### src/rtl/mux4_rr_arbiter.sv
// Round-robin arbiter with bounded hold that drives the select lines of a shared
// 4:1 one-bit mux and returns a registered sample of the granted input.
module mux4_rr_arbiter #(
    parameter int unsigned MAX_HOLD = 8,
    parameter int unsigned CNT_W    = 4
) (
    input  logic       clk,
    input  logic       rst_n,
    input  logic [3:0] req,
    input  logic       i0,
    input  logic       i1,
    input  logic       i2,
    input  logic       i3,
    output logic [3:0] gnt,
    output logic       s0,
    output logic       s1,
    output logic       busy,
    output logic       y,
    output logic       y_valid
);

    typedef enum logic [0:0] {
        ST_IDLE  = 1'b0,
        ST_GRANT = 1'b1
    } state_t;

    localparam logic [CNT_W-1:0] HOLD_LAST = CNT_W'(MAX_HOLD - 1);
    localparam logic [CNT_W-1:0] CNT_ONE   = CNT_W'(1);
    localparam logic [CNT_W-1:0] CNT_ZERO  = CNT_W'(0);

    // Bit 2 flags a hit; bits 1:0 hold the first requester at or after ptr, circularly.
    function automatic logic [2:0] rr_pick(input logic [3:0] req_v, input logic [1:0] ptr);
        logic [1:0] idx;
        logic [2:0] pick;
        pick = 3'b000;
        for (int k = 3; k >= 0; k--) begin
            idx  = ptr + 2'(k);
            pick = req_v[idx] ? {1'b1, idx} : pick;
        end
        return pick;
    endfunction

    function automatic logic [3:0] onehot4(input logic [1:0] idx);
        return 4'b0001 << idx;
    endfunction

    state_t           r_state, w_state_nxt;
    logic [1:0]       r_owner, w_owner_nxt;
    logic [3:0]       r_gnt,   w_gnt_nxt;
    logic [CNT_W-1:0] r_cnt,   w_cnt_nxt;
    logic [1:0]       r_ptr,   w_ptr_nxt;
    logic             r_busy,  w_busy_nxt;
    logic             r_y;
    logic             r_y_valid;
    logic [2:0]       w_pick;
    logic [1:0]       w_rel_ptr;
    logic             w_release;
    logic             w_mux;

    assign w_rel_ptr = r_owner + 2'd1;

    // Next-state, grant and pointer decisions.
    always_comb begin
        w_state_nxt = r_state;
        w_owner_nxt = r_owner;
        w_gnt_nxt   = r_gnt;
        w_cnt_nxt   = r_cnt;
        w_ptr_nxt   = r_ptr;
        w_release   = 1'b0;
        w_pick      = 3'b000;
        case (r_state)
            ST_IDLE: begin
                w_pick = rr_pick(req, r_ptr);
                if (w_pick[2]) begin
                    w_state_nxt = ST_GRANT;
                    w_owner_nxt = w_pick[1:0];
                    w_gnt_nxt   = onehot4(w_pick[1:0]);
                    w_cnt_nxt   = CNT_ZERO;
                end else begin
                    w_gnt_nxt   = 4'b0000;
                end
            end
            ST_GRANT: begin
                w_release = !req[r_owner] || (r_cnt == HOLD_LAST);
                if (w_release) begin
                    // Re-arbitrate on the release edge so a waiting requester gets no bubble.
                    w_ptr_nxt = w_rel_ptr;
                    w_pick    = rr_pick(req, w_rel_ptr);
                    w_cnt_nxt = CNT_ZERO;
                    if (w_pick[2]) begin
                        w_owner_nxt = w_pick[1:0];
                        w_gnt_nxt   = onehot4(w_pick[1:0]);
                    end else begin
                        w_state_nxt = ST_IDLE;
                        w_gnt_nxt   = 4'b0000;
                    end
                end else begin
                    w_cnt_nxt = r_cnt + CNT_ONE;
                end
            end
            default: begin
                w_state_nxt = ST_IDLE;
                w_gnt_nxt   = 4'b0000;
                w_cnt_nxt   = CNT_ZERO;
            end
        endcase
        w_busy_nxt = (w_state_nxt == ST_GRANT);
    end

    // Arbitration state, owner/select, hold counter and round-robin pointer.
    always_ff @(posedge clk or negedge rst_n) begin
        if (!rst_n) begin
            r_state <= ST_IDLE;
            r_owner <= 2'd0;
            r_gnt   <= 4'b0000;
            r_cnt   <= CNT_ZERO;
            r_ptr   <= 2'd0;
            r_busy  <= 1'b0;
        end else begin
            r_state <= w_state_nxt;
            r_owner <= w_owner_nxt;
            r_gnt   <= w_gnt_nxt;
            r_cnt   <= w_cnt_nxt;
            r_ptr   <= w_ptr_nxt;
            r_busy  <= w_busy_nxt;
        end
    end

    // Model of the shared mux as seen through the registered select.
    always_comb begin
        w_mux = 1'b0;
        case (r_owner)
            2'd0:    w_mux = i0;
            2'd1:    w_mux = i1;
            2'd2:    w_mux = i2;
            2'd3:    w_mux = i3;
            default: w_mux = 1'b0;
        endcase
    end

    // Sample the selected input only while a grant was active before the edge.
    always_ff @(posedge clk or negedge rst_n) begin
        if (!rst_n) begin
            r_y       <= 1'b0;
            r_y_valid <= 1'b0;
        end else begin
            r_y_valid <= r_busy;
            if (r_busy) begin
                r_y <= w_mux;
            end else begin
                r_y <= r_y;
            end
        end
    end

    assign gnt     = r_gnt;
    assign s0      = r_owner[1];
    assign s1      = r_owner[0];
    assign busy    = r_busy;
    assign y       = r_y;
    assign y_valid = r_y_valid;

endmodule

### config.mk
export PLATFORM = sky130hd
export DESIGN_NAME = mux4_rr_arbiter
export DESIGN_NICKNAME = d
export VERILOG_FILES = /design/src/rtl/mux4_rr_arbiter.sv
export SDC_FILE = /design/constraint.sdc
export NUM_CORES = 1
export LEC_CHECK = 0
export ABC_AREA = 1
export CAP_MARGIN = 10
export CORE_MARGIN = 2
export CORE_UTILIZATION = 55
export CTS_CLUSTER_DIAMETER = 80
export CTS_CLUSTER_SIZE = 25
export DETAILED_ROUTE_END_ITERATION = 10
export PLACE_DENSITY = 0.87
export REMOVE_ABC_BUFFERS = 1
export SKIP_LAST_GASP = 1
export SLEW_MARGIN = 20
export SYNTH_ARGS = -nofsm -noshare
export SYNTH_HDL_FRONTEND = slang
export SYNTH_SLANG_ARGS = --single-unit
### constraint.sdc
create_clock -name clk -period 5.16 [get_ports clk]
set_input_delay 1.29 -clock clk [delete_from_list [all_inputs] [get_ports clk]]
set_output_delay 1.29 -clock clk [all_outputs]
set_load 0.1 [all_outputs]
# Yosys cells after proc, flatten, opt, wreduce, memory -nomap -nowiden
# Cells that the tools add are included.
# word_totals
regBits	15
inputBits	10
output_inout_bits	9
wordCells	81
# op_classes
addsub	8
magnitude_cmp	9
eq_ne	7
shift	2
n_mux	42
bitwise	1
n_reduce_logical	5
# op_table
op	count
$lt 2x3->1 const B	9
$mux 3	8
$mux 4	5
$bmux 1 s2	9
$pmux 4 s2	2
$mux 1	12
$add 2x2->2 const B	4
$shl 1x2->4 const A	2
$add 2x1->2 const B	3
$mux 2	3
$add 4x1->4 const B	1
$eq 2x2->1 const B	2
$eq 4x3->1 const B	1
$ne 2x1->1 const B	2
$pmux 1 s4	1
$pmux 2 s2	1
$reduce_and 3->1	1
$eq 2x1->1 const B	1
$logic_not 2->1	1
$ne 2x2->1 const B	1
$pmux 1 s2	1
$reduce_and 2->1	1
$logic_not 1->1	1
$logic_or 1x1->1	1
$not 1->1	1

# Logic depth before layout (Yosys ltp)
# Gate-level depths: netlist (run 1).
# depth
word_depth	12
mapped_depth	16
ltp_nobuf	15

# Worst setup path after synthesis (run 1)
# No wires, ideal clock.
# synth_timing
path_type	flip-flop to flip-flop
start	register r_owner[1]
end	register r_gnt[1] (netlist: gnt[1])
setup_time_ns	0.120
arrival_ns	2.389
required_time_ns	5.040
path_slack_ns	2.651
path_stages_with_launch	15
n_path_buf	0
synth_period_minus_slack_ns	2.509
path_cell_list	dfrtp_1 > inv_1 > ha_1 > inv_1 > nand2_1 > nand2_2 > inv_2 > nand2_2 > nand3_1 > nand3_1 > nand2_1 > nand3_1 > nand2_1 > nand2_1 > nand2_1
# synth_between
elab_chain_cells	12
word_cells_on_any_way	25
cone_classes	add/sub (4); eq/ne (1); shift (1); mux (17); reduce/logical (2)
# synth_lines
item	line_no	source
start, declared	48	logic [1:0] r_owner, w_owner_nxt;
start signal, assigned	121	r_owner <= w_owner_nxt;
$add 2x1->2 *	60	assign w_rel_ptr = r_owner + 2'd1;
named net w_rel_ptr[1]	56	logic [1:0] w_rel_ptr;
$add 2x2->2	37	idx = ptr + 2'(k);
$bmux 1 s2	38	pick = req_v[idx] ? {1'b1, idx} : pick;
$mux 1 (not written as such)	38	
$mux 3 (3 in series)	38	
$mux 3 *	38	
$shl 1x2->4	44	return 4'b0001 << idx;
$mux 4 *	90	if (w_pick[2]) begin
$mux 4 *	85	if (w_release) begin
$pmux 4 s2 *	71	case (r_state)
end signal, assigned	122	r_gnt <= w_gnt_nxt;
end, declared	49	logic [3:0] r_gnt, w_gnt_nxt;
# The timed path passes the listed nets; every way through them passes the cells marked *. The select of a mux whose other input is x is not followed.
# A chain may end at the register's enable or synchronous reset.

# Final worst setup path (run 1)
# layout_timing
start	register r_owner[0]
end	output port s1
# layout_lines
item	line_no	source
end, declared	16	output logic s1,
# No word-level cell between the ends.

==> flow_summary.toml, run 1 <==
[floorplanning]
dieHeight_um = 51.22
io_pins = 19
die-area_um2 = 2623
fp.dieW_um = 51.22
row_count = 17
initial_utilization_pct = 57.08
design.core.area_um2 = 2148

[sta]
fin_crit_sh_pct = 67.09
max_slew_margin_pct = 35.11
layout_setup_ws_ns = 1.698
fin_setup_tns_ns = 0
fmax_mhz = 288.9
slew_viol_final = 0
worst_pin_slew_ns = 0.9703
setup_viol_count_final = 0
rsz0062_at_grt = "no"
hold_viol = 0
fin_crit_ns = 3.462
skew_ns = 0.003349

[clock_network]
clk_pin_slew_worst_paths_ns = 0.09
post_cts_buffers = 0
hold_buffers = 0
clk_path_buf_depth = 2
h-tree-depth = 1
tritoncts = "done"
cts-root-buf = "clkbuf_4"
cts-resized-gates = 0
cts.sinks = 15
worstSkewPairLatency_ns = 0.28
cts_buffers = 3

[synthesis]
netlist_area_um2 = 1226
ys_types = 25
synthCells = 182
yosys_warnings = 0
synth-seq-cells = 15
ys_seq_area_share_pct = 30.61
syn_area_per_cell_um2 = 6.737

[drt]
firstDrtPassIters = 4
viasPerCell = 5.611
drc_errors = 0
wl_um = 2854
drt_iter0_markers = 31
post_drt_wl_per_cell_um = 12.46
ant_nets = 0
num_vias = 1285

[worst_setup_path]
path_class = "flop to output port"
r2r-end = "gnt[3]$_DFFE_PN0P_"
start_kind = "flop"
critPathMaxStageDelay_ns = 1.23
arrival_ns = 2.17
cp.required_ns = 3.87
crit_start = "r_owner[0]$_DFFE_PN0P_"
crit_slowest_cell = "clkdlybuf4s50_1"
rr_worst_depth = 13
reg2reg_slack_ns = 2.91
crit_path_max_fanout = 13
crit_family = "buffers and inverters"
r2r_start = "r_owner[0]$_DFFE_PN0P_"
endpoint = "s1"
path_depth = 1
critPathCaptureType = "output port"
path_buf_inv = 1
crit_chain = "clkdlybuf4s50_1"

[placed_design]
dp_hpwl_um = 2240
gp_congestion = 0.9429
io_buffers = 18
dp_slack_ns = 2.019

[finish]
multi_input_area_um2 = 739.5
area_growth_pct = 17.45
diodes = 0
drive_above_1_share_pct = 15.42
fillers = 185
regArea_um2 = 375.4
layout_commonest_cell = "nand2_1"
layout_common_cells = "57 x nand2_1, 22 x nand3_1, 18 x nor2_1, 18 x clkdlybuf4s50_1, 15 x dfrtp_1"
fin_nets = 217

[global_route]
grtUsageTotal_pct = 24.50
grt_max_degree = 16
grt_pass1_vias = 1189
grt_remaining_overflow = 0
grt_pass1_wl_um = 4836
antenna_found_initial = 0

[run]
maxCapViolations = 0

[status]
outcome = "complete, no violations"

[min_path]
hold_path.class = "flop to flop"
hold_start = "r_cnt[0]$_DFFE_PN0P_"
synthesized netlist by cell type (all sizes together):
master	number	area share [%]
a21oi	8	3.3
a31o	1	0.71
a32o	1	0.82
buf	3	2.2
clkinv	1	0.31
dfrtp	15	31
ha	5	5.1
inv	20	6.5
nand2	72	26
nand3	23	9.8
nand4	2	1.0
nor2	18	5.5
nor3	1	1.3
o21ai	9	4.6
o22ai	1	0.51
o31ai	1	0.61
xor2	1	0.71
registers in the layout, summed over array words and instances, names as in the netlist:
name,flops
y_valid,1
busy,1
gnt,4
r_owner,2
r_ptr,2
r_cnt,4
y,1
how the worst min path moves through the flow:
stage / to / slack (ns) / cells past startpoint
5_1_grt: r_cnt[0]$_DFFE_PN0P_ / 0.52 / 1
3_3_place_gp: gnt[1]$_DFFE_PN0P_ / 0.47 / 2
6_report: r_cnt[0]$_DFFE_PN0P_ / 0.51 / 1
3_5_place_dp: gnt[1]$_DFFE_PN0P_ / 0.49 / 2
4_1_cts: gnt[1]$_DFFE_PN0P_ / 0.51 / 2
2_1_floorplan: r_cnt[0]$_DFFE_PN0P_ / 0.47 / 1
logic make-up after synthesis:
| kind of cell | synth area share (%) |
|---|---|
| adders and majority gates | 5.102 |
| xor gates and xnor gates | 0.7144 |
| and+or+nand+nor | 43.98 |
| AOI/OAI and AO/OA | 10.51 |
| buffers and inverters | 9.081 |
| DFF | 30.61 |
cell type report:
type	instances	area share, %
clock buffer	4	1.825
inverter	21	5.821
multi-input combinational	143	51.35
sequential	15	26.06
tap	28	2.433
timing repair buffer	18	12.51
stage by stage:
stage          hold WS, ns  instance area, µm²  util (%)  cells
2_1_floorplan       0.4679                1199         -    179
3_3_place_gp        0.4660                1414     65.81    225
3_5_place_dp        0.4891                1414     65.81    225
4_1_cts             0.5093                1440     67.04    229
5_1_grt             0.5193                1440     67.04    229
6_report            0.5120                1440     67.04    229
per-layer routing:
metal  global-route usage [%]  up-vias  wire, µm
met3                    2.632       15       149
met2                    44.37       46      1469
li1                         -      621         -
met5                        0        -         0
met1                    29.50      603      1161
met4                    10.09        0        73
Power of run 1 is left out: the tool's default activity adds up to more than one toggle a clock period on the data nets, which glitch-free logic cannot reach.
==> run 2, diff against run 1 <==
--- a/config.mk
+++ b/config.mk
@@ -8,11 +8,11 @@
 export ABC_AREA = 1
 export CAP_MARGIN = 10
 export CORE_MARGIN = 2
-export CORE_UTILIZATION = 55
+export CORE_UTILIZATION = 48
 export CTS_CLUSTER_DIAMETER = 80
 export CTS_CLUSTER_SIZE = 25
 export DETAILED_ROUTE_END_ITERATION = 10
-export PLACE_DENSITY = 0.87
+export PLACE_DENSITY = 0.81
 export REMOVE_ABC_BUFFERS = 1
 export SKIP_LAST_GASP = 1
 export SLEW_MARGIN = 20
==> constraint.sdc (replaced) <==
create_clock -name clk -period 3 [get_ports clk]
set_input_delay 0.75 -clock clk [delete_from_list [all_inputs] [get_ports clk]]
set_output_delay 0.75 -clock clk [all_outputs]
set_load 0.1 [all_outputs]
==> flow_summary.toml, run 2 (synthesis gave the netlist of run 1 again) <==
[drt]
num_vias = 1232
firstDrtPassIters = 4
drt_iter0_markers = 26
ant_nets = 0
viasPerCell = 5.333
wl_um = 2788
drc_errors = 0
post_drt_wl_per_cell_um = 12.07

[global_route]
antenna_found_initial = 0
grtUsageTotal_pct = 21.71
grt_pass1_vias = 1120
grt_remaining_overflow = 0
grt_pass1_wl_um = 4657
grt_max_degree = 16

[placed_design]
gp_congestion = 0.8640
place_area_um2 = 1394
io_buffers = 18
dp_hpwl_um = 2227

[clock_network]
h-tree-depth = 1
cts-root-buf = "clkbuf_4"
cts-resized-gates = 0
cts_buffers = 3
clk_path_buf_depth = 2
cts.sinks = 15
post_cts_buffers = 0
clk_pin_slew_worst_paths_ns = 0.09
hold_buffers = 0
worstSkewPairLatency_ns = 0.29
tritoncts = "done"

[sta]
skew_ns = 0.002513
hold_viol = 0
slew_viol_final = 0
fmax_mhz = 450.6
max_slew_margin_pct = 55.10
fin_crit_ns = 2.219
worst_pin_slew_ns = 0.6713
rsz0062_at_grt = "no"
fin_setup_tns_ns = 0
fin_crit_sh_pct = 73.98
setup_viol_count_final = 0
timing.hold.ws_ns = 0.5107

[floorplanning]
fp.dieW_um = 54.54
die-area_um2 = 2975
io_pins = 19
design.core.area_um2 = 2455
initial_utilization_pct = 49.95
row_count = 18
dieHeight_um = 54.54

[min_path]
hold_start = "r_cnt[0]$_DFFE_PN0P_"
hold_path.class = "flop to flop"
min_to = "r_cnt[0]$_DFFE_PN0P_"
whs_path_depth = 1

[worst_setup_path]
path_class = "flop to flop"
crit_path_max_fanout = 13
cp_common_cell = "nand2_1"
start_kind = "flop"
r2r-end = "gnt[1]$_DFFE_PN0P_"
rr_worst_depth = 14
crit_slowest_cell = "dfrtp_1"
arrival_ns = 2.41
critPathCaptureType = "flop"
r2r_start = "r_owner[0]$_DFFE_PN0P_"
cp.required_ns = 3.19
critPathMaxStageDelay_ns = 0.68
crit_chain = "inv_6 -> ha_1 -> inv_1 -> nand2_1 -> nand2_2 -> nand2_1 -> nand3_1 -> nand2_1 -> nand2_1 -> nand2_1 -> nand3_1 -> nand2_1 -> nand2_1 -> nand2_1"
reg2reg_slack_ns = 0.78

[finish]
multi_input_area_um2 = 739.5
regArea_um2 = 375.4
area_growth_pct = 15.82
drive_above_1_share_pct = 19.90
design_area_um2 = 1420
diodes = 0
fillers = 219
layout_commonest_cell = "nand2_1"
layout_common_cells = "57 x nand2_1, 22 x nand3_1, 18 x nor2_1"
fin_nets = 217

[status]
outcome = "complete, no violations"

[run]
maxCapViolations = 0
==> run 2: worst max-delay path: cells and delay by family (launching register included) <==
family | cells | cell delay [ns]
and+or+nand+nor | 11 | 0.86
buffers and inverters | 2 | 0.22
DFF | 1 | 0.68
adders and majority gates | 1 | 0.35
==> run 2: layout make-up <==
| class | count | share of cell area, % |
|---|---|---|
| repair buffers | 18 | 11.10 |
| well taps | 30 | 2.643 |
| inverters | 21 | 5.903 |
| clock buffers | 4 | 1.850 |
| multi-input cells | 143 | 52.07 |
| flip-flops and latches | 15 | 26.43 |
==> run 2: metrics by stage <==
step                std cells  setup slack [ns]  utilization, %
finish                    231            0.7805           57.85
global route              231            0.5840           57.85
CTS                       231            0.7817           57.85
detailed placement        227            0.5574           56.78
global placement          227            0.6098           56.78
floorplan                 179            0.3956               -
==> run 2: worst max-delay path by stage <==
stage,start,endpoint,depth (start not counted)
2_1_floorplan,r_owner[1]$_DFFE_PN0P_,gnt[1]$_DFFE_PN0P_,14
3_3_place_gp,req[3],gnt[2]$_DFFE_PN0P_,11
3_5_place_dp,req[3],gnt[2]$_DFFE_PN0P_,11
4_1_cts,r_owner[0]$_DFFE_PN0P_,gnt[2]$_DFFE_PN0P_,14
5_1_grt,r_owner[0]$_DFFE_PN0P_,gnt[1]$_DFFE_PN0P_,14
6_report,r_owner[0]$_DFFE_PN0P_,gnt[1]$_DFFE_PN0P_,14
==> run 2: layer usage <==
layer  global-route usage (%)  share of wire, %  vias to the layer above
met1                    27.59                43                      563
met3                    2.732               4.6                        5
li1                         -                 -                      623
met5                        0                 0                        -
met4                    7.917               1.4                        0
met2                    37.55                51                       41
Power of run 2 is left out for the same reason.
==> run 3, diff against run 2 <==
==> constraint.sdc (replaced) <==
create_clock -name clk -period 1.8 [get_ports clk]
set_input_delay 0.45 -clock clk [delete_from_list [all_inputs] [get_ports clk]]
set_output_delay 0.45 -clock clk [all_outputs]
set_load 0.1 [all_outputs]
==> flow_summary.toml, run 3 (synthesis gave the netlist of run 1 again) <==
[status]
outcome = "complete, no violations"

[sta]
setup_viol_count_final = 0
skew_ns = 0.001837
layout_setup_ws_ns = 0.03498
fin_crit_sh_pct = 98.06
fmax_mhz = 566.6
slew_viol_final = 0
fin_crit_ns = 1.765
worst_pin_slew_ns = 0.2885
max_slew_margin_pct = 80.65
hold_viol = 0
timing.hold.ws_ns = 0.4777

[drt]
post_drt_wl_per_cell_um = 13.87
firstDrtPassIters = 4
wl_um = 3439
ant_nets = 0
drt_iter0_markers = 51
viasPerCell = 5.625
num_vias = 1395
drc_errors = 0

[worst_setup_path]
rr_worst_depth = 13
arrival_ns = 1.94
reg2reg_slack_ns = 0.07
start_kind = "input pin"
critPathMaxStageDelay_ns = 0.55
crit_path_max_fanout = 4
cp.required_ns = 1.98
r2r_start = "r_owner[0]$_DFFE_PN0P_"
crit_chain = "clkdlybuf4s50_1 -> nand2_1 -> nand2_4 -> nand2_4 -> o21ai_2 -> inv_1 -> nand2_1 -> nor2_1 -> a21oi_1 -> a21oi_1"
crit_slowest_cell = "clkdlybuf4s50_1"
path_class = "input pin to flop"
r2r-end = "gnt[3]$_DFFE_PN0P_"
critPathCaptureType = "flop"

[finish]
layout_common_cells = "52 x nand2_1, 20 x nand3_1, 17 x nand2_2, 17 x nor2_1, 16 x buf_4"
fin_nets = 234
design_area_um2 = 1723
area_growth_pct = 40.51
layout_commonest_cell = "nand2_1"
diodes = 0
regArea_um2 = 376.6
fillers = 186
multi_input_area_um2 = 788.3
final_util_pct = 70.18
drive_above_1_share_pct = 33.94

[global_route]
grt_max_degree = 16
grtUsageTotal_pct = 23.36
grt_pass1_vias = 1321
grt.busiest_layer = "met2"
grt_util_met3_pct = 3.279
met2_usage_pct = 45.18
grt_pass1_wl_um = 5161
antenna_found_initial = 0
grt_remaining_overflow = 0
met1_usage_pct = 27.80

[clock_network]
worstSkewPairLatency_ns = 0.29
cts.sinks = 15
cts-root-buf = "clkbuf_4"
clk_path_buf_depth = 2
cts_buffers = 3
tritoncts = "done"
clk_pin_slew_worst_paths_ns = 0.10
h-tree-depth = 1

[placed_design]
place_area_um2 = 1619
io_buffers = 18
dp_hpwl_um = 2483
gp_congestion = 0.8546
dp_slack_ns = -0.2698

[floorplanning]
initial_utilization_pct = 49.95
dieHeight_um = 54.54
io_pins = 19
fp.dieW_um = 54.54
row_count = 18
design.core.area_um2 = 2455
die-area_um2 = 2975

[run]
maxCapViolations = 0

[min_path]
hold_path.class = "input pin to asynchronous set/reset pin"
## run 3: changes by cell type in the layout (fill, tap and decap cells not counted), sizes merged
cell / delta
dlymetal6s2s: +2
clkdlybuf4s50: -2
buf: +17
clkbuf: -1
clkinv: +1
## run 3: stage by stage
| step | setup TNS, ns | std cells |
|---|---|---|
| 2_1_floorplan | -6.408 | 179 |
| 3_3_place_gp | -1.957 | 242 |
| 3_5_place_dp | -2.567 | 242 |
| 4_1_cts | 0 | 246 |
| 5_1_grt | -0.03582 | 248 |
| 6_report | 0 | 248 |
## run 3: area by class of cell
class | instances | area share [%]
sequential | 15 | 21.86
timing repair buffer | 35 | 23.60
clock inverter | 1 | 0.2905
multi-input combinational | 143 | 45.75
inverter | 21 | 5.011
clock buffer | 3 | 1.307
tap | 30 | 2.179
## run 3: what timing repair did
item | CTS | global route
endpoints found under the setup margin | 4 | 12
cloned | 0 | 0
hold buffers | 0 | 0
setup buffers | 0 | 2
gates resized for setup | 2 | 19
pin swaps | 0 | 5
## run 3: routing by layer
layer / part of all wire, % / up-vias
met5: 0 / -
met4: 1.8 / 0
met3: 6.5 / 10
met2: 52 / 64
met1: 40 / 660
li1: - / 661
## run 3: how the worst max path moves through the flow
stage | startpoint | to | slack (ns) | cells past startpoint
global placement | req[2] | gnt[1]$_DFFE_PN0P_ | -0.23 | 12
CTS | req[2] | gnt[1]$_DFFE_PN0P_ | 0.006 | 12
finish | req[1] | gnt[3]$_DFFE_PN0P_ | 0.03 | 10
detailed placement | req[2] | gnt[1]$_DFFE_PN0P_ | -0.27 | 12
global route | req[1] | gnt[3]$_DFFE_PN0P_ | -0.02 | 10
floorplan | r_owner[1]$_DFFE_PN0P_ | gnt[1]$_DFFE_PN0P_ | -0.80 | 14
## run 3: worst max-delay path: cells and delay by family
family,cells,cell delay [ns]
AOI/OAI and AO/OA,3,0.41
and+or+nand+nor,5,0.48
buffers and inverters,2,0.60
Power of run 3 is left out for the same reason.
==> edit, RTL diff (config.mk and constraints of run 2) <==
`CNT_W`: 4 -> 5.
--- a/src/rtl/mux4_rr_arbiter.sv
+++ b/src/rtl/mux4_rr_arbiter.sv
@@ -2,7 +2,7 @@
 // 4:1 one-bit mux and returns a registered sample of the granted input.
 module mux4_rr_arbiter #(
     parameter int unsigned MAX_HOLD = 8,
-    parameter int unsigned CNT_W    = 4
+    parameter int unsigned CNT_W    = 5
 ) (
     input  logic       clk,
     input  logic       rst_n,
Behaviour: same outputs for any inputs over 10 cycles, from zero or initial values and one cycle with rst_n low; that may be too few to reach the edited logic, so the function may still have changed.
==> edit against run 2 <==
Final area up 12%; wire length up 0.29%; critical path type is now reg2out; sequential share of layout area down 1.2 points; sequential cell count up 1; highest routed layer unchanged; area after synthesis up 13%; setup slack better by 0.093 ns; largest cell class unchanged.
Power is left out: the tool's default activity adds up to more than one toggle a clock period on the data nets, which glitch-free logic cannot reach.
==> edit: results (changes against run 2) <==
| Metric | Value |
|---|---|
| Status | `finished, final reports clean` |
| R2R Path End | `r_owner[0]` |
| Layout Skew | `0.000897 ns (-0.00162 ns)` |
| Worst-margin pin slew | `0.728 ns (+0.0568 ns)` |
| Adder-Cell Fraction of Synth Area | `4.53% (-0.57 points)` |
| Final Net Count | `225 (+3.7%)` |
| Final hold vios | `0 (unchanged)` |
| Post-CTS Setup Bufs | `0 (unchanged)` |
| Cts repair resizes | `0 (unchanged)` |
| Vias | `1,231 (-0.081%)` |
| Dpl hpwl | `2190 um (-1.8%)` |
| Iter 0 DRT Violations | `32 (+23%)` |
| Diode count | `0 (unchanged)` |
| Share of cells above drive strength 1 | `32.5% (+13 points)` |
| Worst Hold End | `gnt[1]` |
| Clock tree buffer depth | `2 (unchanged)` |
| Post-synthesis xor/xnor area fraction | `1.27% (+0.55 points)` |
| Slowest cell on crit path | `dfrtp_1` |
| First-pass GRT wire length | `4980 um (+7.0%)` |
| Number of port buffers | `18 (unchanged)` |
| Yosys Warn Count | `0 (unchanged)` |
| Htree depth | `1 (unchanged)` |
| Clock-pin slew on the worst setup and hold paths | `0.10 ns` |
| Cell depth of the worst hold path | `2 (+1)` |
| Launching point of the worst reg2reg path | `r_owner[1]` |
| TritonCTS Buffers | `3 (unchanged)` |
| Main area contributors after synthesis | `dfrtp_1 (29%), nand2_1 (16%), nand2_2 (10%)` |
| Post-synthesis sequential area ratio | `29.0% (-1.6 points)` |
| Post-synthesis mux area share | `0% (unchanged)` |
| Critical Path Max Stage Delay | `0.70 ns (+0.02 ns)` |
| Initial antenna violation count | `0 (unchanged)` |
| RePlAce Congestion | `0.846 (-2.1%)` |
| Largest net degree at the start of global routing | `17 (+1)` |
| Synth unique cells | `30 (+20%)` |
| WP data arrival | `1.38 ns (-1.03 ns)` |
| All-layer global routing usage | `19.1% (-2.7 points)` |
| Clock latency on the worst-skew pair | `0.29 ns (about the same)` |
| Drt first pass iters | `4 (unchanged)` |
| R2r worst-path depth | `12 (-2)` |
| Hold_sp | `gnt[1]` |
| CP top delay family | `flip-flops` |
| Max reg flops | `5` |
| Vias in the first global route | `1,143 (+2.1%)` |
| Drt total wl | `2800 um (+0.29%)` |
| Post-synth top cells | `nand2_1 (59), nand2_2 (23), nand3_1 (17)` |
| Worst min-delay path category | `reg2reg` |
| Crit-path max FO | `12 (-1)` |
| Max_cap viols | `0 (unchanged)` |
| Root buffer cell | `clkbuf_4` |
| R2R setup slack | `1.02 ns (+0.24 ns)` |
| Synth Area in Compound Gates | `10.2% (-0.27 points)` |
| Biggest register | `r_cnt` |
| Fraction of registers with async set/reset | `100% (unchanged)` |
## edit: area by class of cell
cell class | instances | area (sq um)
fill | 257 | 1150
multi-input combinational | 145 | 846
sequential | 16 | 400
timing repair buffer | 19 | 165
inverter | 25 | 101
tap | 31 | 38.8
clock buffer | 4 | 36.3
## edit: kinds of logic after synthesis
group,count (synthesis)
compound gates,20
simple gates,118
flops,16
xor+xnor,2
fa+ha+maj,5
buf+inv,28
## edit: through the flow
stage | setup slack, ns | hold WS [ns] | instances | util [%] | instance area [sq um]
global route | 0.813 | 0.531 | 240 | 58.1 | 1590
detailed placement | 0.676 | 0.467 | 236 | 56.8 | 1550
finish | 0.874 | 0.487 | 240 | 58.1 | 1590
CTS | 0.885 | 0.493 | 240 | 58.1 | 1590
floorplan | 0.344 | 0.454 | 186 | - | 1350
global placement | 0.680 | 0.468 | 236 | 56.8 | 1550
## edit: worst max-delay path by stage
stage,slack [ns],cells after the start,from,endpoint
3_5_place_dp,0.68,12,req[1],gnt[1]
3_3_place_gp,0.68,12,req[1],gnt[1]
5_1_grt,0.81,14,r_owner[1],gnt[2]
6_report,0.87,1,busy,busy
4_1_cts,0.89,1,busy,busy
2_1_floorplan,0.34,14,r_owner[0],gnt[1]
## edit: worst reg2reg max path, delay by kind of cell (launching register included)
family | cells | cell delay [ns]
AND/OR/NAND/NOR | 7 | 0.56
buffers and inverters | 3 | 0.29
adder cells (fa/ha/maj) | 1 | 0.41
AO/OA/AOI/OAI | 1 | 0.21
flip-flops | 1 | 0.42
## edit: layer usage
metal / vias up / part of all wire [%] / global-route usage [%]
met5: - / 0 / 0
met4: 0 / 0.86 / 3.99
met3: 4 / 3.9 / 4.46
met2: 28 / 46 / 30.2
met1: 551 / 49 / 26.7
li1: 648 / - / -
